==> src/rtl/pc_seq_pkg.sv <==
// Shared types for the program-counter sequencer: FSM states, next-PC selects
// and the default boot address.
package pc_seq_pkg;

    typedef enum logic [1:0] {
        BOOT,
        RUN,
        HALT
    } seq_state_t;

    typedef enum logic [2:0] {
        SEL_PC4,
        SEL_BR,
        SEL_JR,
        SEL_J,
        SEL_HOLD
    } pc_sel_t;

    localparam logic [31:0] RESET_PC_DEFAULT = 32'h0000_0000;

endpackage

==> src/rtl/pc_target_calc.sv <==
// Purely combinational branch and jump target generation. All arithmetic
// wraps modulo 2^32.
module pc_target_calc (
    input  logic [31:0] branch_pc4,
    input  logic [31:0] branch_offset,
    input  logic [31:0] jump_pc4,
    input  logic [25:0] jump_index,
    output logic [31:0] br_tgt,
    output logic [31:0] j_tgt
);

    // Only the region bits of the jump PC+4 select the 256 MB segment.
    logic unused_jump_bits;

    assign br_tgt           = branch_pc4 + (branch_offset << 2);
    assign j_tgt            = {jump_pc4[31:28], jump_index, 2'b00};
    assign unused_jump_bits = ^jump_pc4[27:0];

endmodule

==> src/rtl/pc_sequencer.sv <==
// Program counter owner for the pipelined MIPS core: boot/run/halt sequencing,
// redirect priority (branch > jr > jump > stall > PC+4) and a redirect counter.
module pc_sequencer
    import pc_seq_pkg::*;
#(
    parameter logic [31:0] RESET_PC = RESET_PC_DEFAULT,
    parameter int          CNT_W    = 16
) (
    input  logic             clk,
    input  logic             rst_n,
    input  logic             stall,
    input  logic             halt_req,
    input  logic             branch_req,
    input  logic             branch_cond,
    input  logic [31:0]      branch_pc4,
    input  logic [31:0]      branch_offset,
    input  logic             jump_req,
    input  logic [31:0]      jump_pc4,
    input  logic [25:0]      jump_index,
    input  logic             jr_req,
    input  logic [31:0]      jr_addr,
    output logic [31:0]      pc,
    output logic [31:0]      pc_plus4,
    output logic             fetch_en,
    output logic             flush_if,
    output logic             flush_id,
    output logic [CNT_W-1:0] redirect_count
);

    seq_state_t state;
    pc_sel_t    sel;
    logic [31:0] br_tgt;
    logic [31:0] j_tgt;
    logic [31:0] next_pc;
    logic        branch_taken;
    logic        redirect;
    logic        in_run;

    pc_target_calc u_target (
        .branch_pc4    (branch_pc4),
        .branch_offset (branch_offset),
        .jump_pc4      (jump_pc4),
        .jump_index    (jump_index),
        .br_tgt        (br_tgt),
        .j_tgt         (j_tgt)
    );

    assign pc_plus4     = pc + 32'd4;
    assign branch_taken = branch_req & branch_cond;
    assign in_run       = (state == RUN);

    // The oldest instruction in the pipe wins; a taken branch in EX also
    // kills whatever jump/jr sits behind it in ID.
    always_comb begin
        sel = SEL_PC4;
        if (branch_taken)
            sel = SEL_BR;
        else if (jr_req)
            sel = SEL_JR;
        else if (jump_req)
            sel = SEL_J;
        else if (stall)
            sel = SEL_HOLD;
    end

    always_comb begin
        next_pc = pc_plus4;
        case (sel)
            SEL_BR:   next_pc = br_tgt;
            SEL_JR:   next_pc = jr_addr;
            SEL_J:    next_pc = j_tgt;
            SEL_HOLD: next_pc = pc;
            default:  next_pc = pc_plus4;
        endcase
    end

    assign redirect = (sel == SEL_BR) || (sel == SEL_JR) || (sel == SEL_J);
    assign fetch_en = in_run & ~stall;
    assign flush_if = in_run & redirect;
    assign flush_id = in_run & (sel == SEL_BR);

    // A halt request is deferred while a redirect is pending so the
    // redirect lands first; the halt edge itself freezes the PC.
    always_ff @(posedge clk or negedge rst_n) begin
        if (!rst_n) begin
            state          <= BOOT;
            pc             <= RESET_PC;
            redirect_count <= '0;
        end else begin
            case (state)
                BOOT: begin
                    state <= RUN;
                    pc    <= RESET_PC;
                end
                RUN: begin
                    if (halt_req && !redirect)
                        state <= HALT;
                    else
                        pc <= next_pc;
                    if (redirect && (redirect_count != {CNT_W{1'b1}}))
                        redirect_count <= redirect_count + CNT_W'(1);
                end
                HALT: state <= HALT;
                default: state <= BOOT;
            endcase
        end
    end

endmodule

==> config.mk <==
export PLATFORM = sky130hd
export DESIGN_NAME = pc_sequencer
export DESIGN_NICKNAME = d
export VERILOG_FILES = /design/src/rtl/pc_seq_pkg.sv /design/src/rtl/pc_target_calc.sv /design/src/rtl/pc_sequencer.sv
export SDC_FILE = /design/constraint.sdc
export NUM_CORES = 1
export LEC_CHECK = 0
export ABC_CLOCK_PERIOD_IN_PS = 2100
export CAP_MARGIN = 10
export CORE_ASPECT_RATIO = 1.4
export CORE_MARGIN = 2
export CORE_UTILIZATION = 38
export CTS_CLUSTER_SIZE = 24
export DETAILED_ROUTE_END_ITERATION = 12
export PLACE_DENSITY_LB_ADDON = 0.08
export SLEW_MARGIN = 20
export SYNTH_ARGS = -nofsm -noshare
export SYNTH_HDL_FRONTEND = slang
export SYNTH_SLANG_ARGS = --single-unit
==> constraint.sdc <==
create_clock -name clk -period 2.1 [get_ports clk]
set_clock_uncertainty 0.1 [all_clocks]
set_input_delay 0.42 -clock clk [delete_from_list [all_inputs] [get_ports clk]]
set_output_delay 0.42 -clock clk [all_outputs]
set_load 0.05 [all_outputs]
==> metrics.md <==
| Metric | Value |
|---|---|
| Worst R2R Start | pc[12] |
| Fin crit period | between 2000 and 3000 ps |
| Status | finished, violations left |
| Cell variety after synth | 66 |
| I/O Buffers | between 200 and 250 |
| Final Util | just under 90% |
| Crit share post-route | 135% |
| Post-route cell area | ~0.011 mm2 |
| Hold Path Stages | 1 |
| Pint | ~5.8 mW |
| Final RePlAce weighted congestion | 0.976 |
| Worst relative slew slack | roughly three fifths |
| Register-to-register setup slack | -410 ps |
| Clock slew at reported path FFs | ~70 ps |
| Worst-margin pin slew | 613 ps |
| # Max-Cap Violations | 0 |
| Core area | about 0.013 mm2 |
| PnR worst setup slack | -733 ps |
| Final Net Count | ~1300 |
| WHS | 400 ps |
| CTS tree | yes |
| Via count | 7509 |
| Critical-path top delay cell | dfrtp_2 |
| Detailed Route Iter0 Violations | about 550 |
| Element type at the critical path end | primary output |
| TNS Setup | -20550 ps |
| DP Area | about 0.0095 mm2 |
| Place WS | -1370 ps |
| Finished Layout Cells | ~1200 |
| NetSw | between 5 and 6 mW |
| Die X | 100 um |
| Syn-to-layout area delta | 128% |
| RSZ-0062 raised after global routing | true |
| Pin count of the biggest net entering global routing | 22 |
| Share of flip-flops with an asynchronous set or reset | between 90% and 100% |
| DP Wirelength | about 18000 um |
| Total Routing Usage GR | between 30% and 40% |
| R2r endpoint | pc[31] |
| Crit path required time | around 1600 ps |
| Routed vias/inst | between 6 and 7 |
| Peak per-stage delay on the critical path | about 370 ps |
| Pre-Repair DR Iteration Count | 5 |
| Critical Path Fanout Max | 5 |
| Most area-consuming cells after synthesis | dfrtp_1, ha_1, xnor2_1 |
| Startpoint types | register |
| Synthesized cell area | just under 0.005 mm2 |
| Worst vdd ir | 0.702 mV |
| Finish-stage setup viols | 50 |
| Clk root buf | clkbuf_16 |
| # DRC | 0 |
| Min-delay src | redirect_count[15] |
| Clk_lat worst skew | roughly 300 ps |
| Post-synth EDFFs | 0 |
| Pleak | a little over 5 nW |
| Sink Count | 50 |
| Avg Inst Size Synth | around 7.8 um2 |
| Comb power frac | 77.5% |
| Critical-path cell list | nand4_1 > buf_4 > nor4_4 > nand4_4 > or2_4 > nor2_4 > xor2_4 > buf_12 |
| Vias in the first global route | approximately 7200 |
| Ys Warns | 0 |
| WHS Endpoint | redirect_count[15] |
| Initial antenna violation count | 0 |
| Synthesized flop and latch total | 50 |
| Die area | between 0.01 and 0.015 mm2 |
| Initial Utilization | 38.6% |
| Synth Instances | between 600 and 700 |
| Num ports | approximately 250 |
| WS Path Type | reg -> out |
| Yosys top cell by area | dfrtp_1 |
| Rows | 49 |
| P per Cell Area | 1030 mW/mm2 |
| Avg WL per Cell | 22.5 um |
| Highest clock rate | around 350 MHz |
| Top-area cell type share of the netlist area | between 20 and 30% |
| Critical Path AT | roughly 2300 ps |
| H-tree lvl count | 2 |
| Final Total Pwr | ~12 mW |
| Longest Clk Path Bufs | 2 |
| Share of cells above drive strength 1 | 52.5% |
| Final hold vios | 0 |
| Switch share | 49.6% |
| Final wirelength | ~28000 um |
| HP Class | reg -> reg |
| Dpl cells | around 1200 |
| Global route overflow | 0 |
| Die height | around 140 um |
| Max-slew violations | 0 |
| Flop pwr share | 14.3% |
| Diodes inserted | 0 |
| Remaining antenna violation count after routing | 0 |
| Syn nets | ~800 |
| Top_reg_cell synth | dfrtp_1 |
| First-pass GRT wire length | about 38000 um |
| Failing checks | negative setup slack |
| Sequential-to-total area share from yosys stat | roughly a quarter |
| Reg2Reg Depth | 12 |
| CTS Buf Count | 5 |
| Clock power share | slightly above 8% |
## registers in the layout, indices dropped and copies added (netlist names)
name / count
pc: 32
redirect_count: 16
state: 2
## power groups by stage
| stage | clock network (mW) | logic (mW) | registers, mW |
|---|---|---|---|
| final | 0.952 | 8.97 | 1.66 |
| after global routing | 0.983 | 9.30 | 1.69 |
| after CTS | 0.955 | 8.23 | 1.62 |
| after detailed placement | 0 | 7.75 | 1.61 |
| after global placement | 0 | 7.66 | 1.59 |
| after floorplan | 0 | 2.92 | 2.91 |
## critical path, delay by kind of cell (launching register included)
family                    cells  cell delay (ps)
and+or+nand+nor               5             1080
buffers and inverters         2              360
DFF                           1              370
xor gates and xnor gates      1              180
## repair_timing
action / CTS / global route
endpoints found under the hold margin: 19 / 0
endpoints found under the setup margin: 69 / 61
gates resized for setup: 199 / 134
pin swaps: 97 / 74
buffers inserted: 41 / 39
hold buffers: 1 / 0
## final cells by class
type	instances	area (um2)
multi-input cells	528	5040
repair buffers	477	4460
fillers	607	1540
flip-flops and latches	50	1280
well taps	153	191
clock buffers	5	125
inverters	20	75.1
clock inverters	3	43.8
## worst max-delay path by stage
stage                          start            to  slack, ps
global placement       branch_pc4[2]        pc[30]      -1310
finish                        pc[12]  pc_plus4[29]       -730
detailed placement     branch_pc4[2]        pc[30]      -1370
floorplan              branch_pc4[2]        pc[30]       -670
global route                   pc[9]  pc_plus4[29]       -790
CTS                 branch_offset[0]        pc[30]       -800
## logic make-up (layout without fill, tap and decap cells)
| logic type | Yosys count | count (layout) | share of synthesized area (%) |
|---|---|---|---|
| AO/OA/AOI/OAI | 217 | 217 | 28.4 |
| AND/OR/NAND/NOR | 207 | 207 | 20.7 |
| XOR/XNOR | 63 | 63 | 11.2 |
| flip-flops | 50 | 50 | 25.4 |
| buffers and inverters | 50 | 505 | 4.02 |
| adder cells (fa/ha/maj) | 34 | 34 | 8.79 |
| multiplexers | 7 | 7 | 1.52 |
## cell usage in the layout, fill, tap and decap left out, drive strengths merged, types with 20 or more instances in the layout
| master | count |
|---|---|
| o21ai | 55 |
| dfrtp | 50 |
| nor2 | 47 |
| o22ai | 20 |
| a21oi | 48 |
| ha | 33 |
| xnor2 | 38 |
| clkdlybuf4s50 | 99 |
| inv | 21 |
| buf | 344 |
| xor2 | 25 |
| nand2 | 74 |
## layer usage
metal | global-route usage, % | vias to the layer above | routed length, um
met5 | 0 | - | 0
met4 | 13.8 | 0 | 1790
met3 | 3.58 | 163 | 2100
met2 | 62.3 | 561 | 14300
met1 | 39.3 | 3533 | 9610
li1 | - | 3252 | -
## synth_stat cells, drive strengths merged, types with 2 or more instances
library cell and count:
a211oi 3, o211ai 8, xor2 25, nor4 3, or2 3, nand3 18, and4 8, or3 5
mux2 4, nor3 6, nand4 11, dfrtp 50, a31oi 10, o221ai 13, buf 5, mux2i 3
and3 12, a32oi 2, nor3b 3, a21o 13, and2 3, o22ai 20, nor2b 6, o31ai 10
a221oi 4, clkbuf 25, inv 20, nand2 74, o2111ai 5, nor2 47, o21a 6, o21ai 55
nand2b 5, a2111oi 2, a21boi 2, xnor2 38, ha 33, a21oi 48, o31a 2
(Power assumes the default switching activity.)
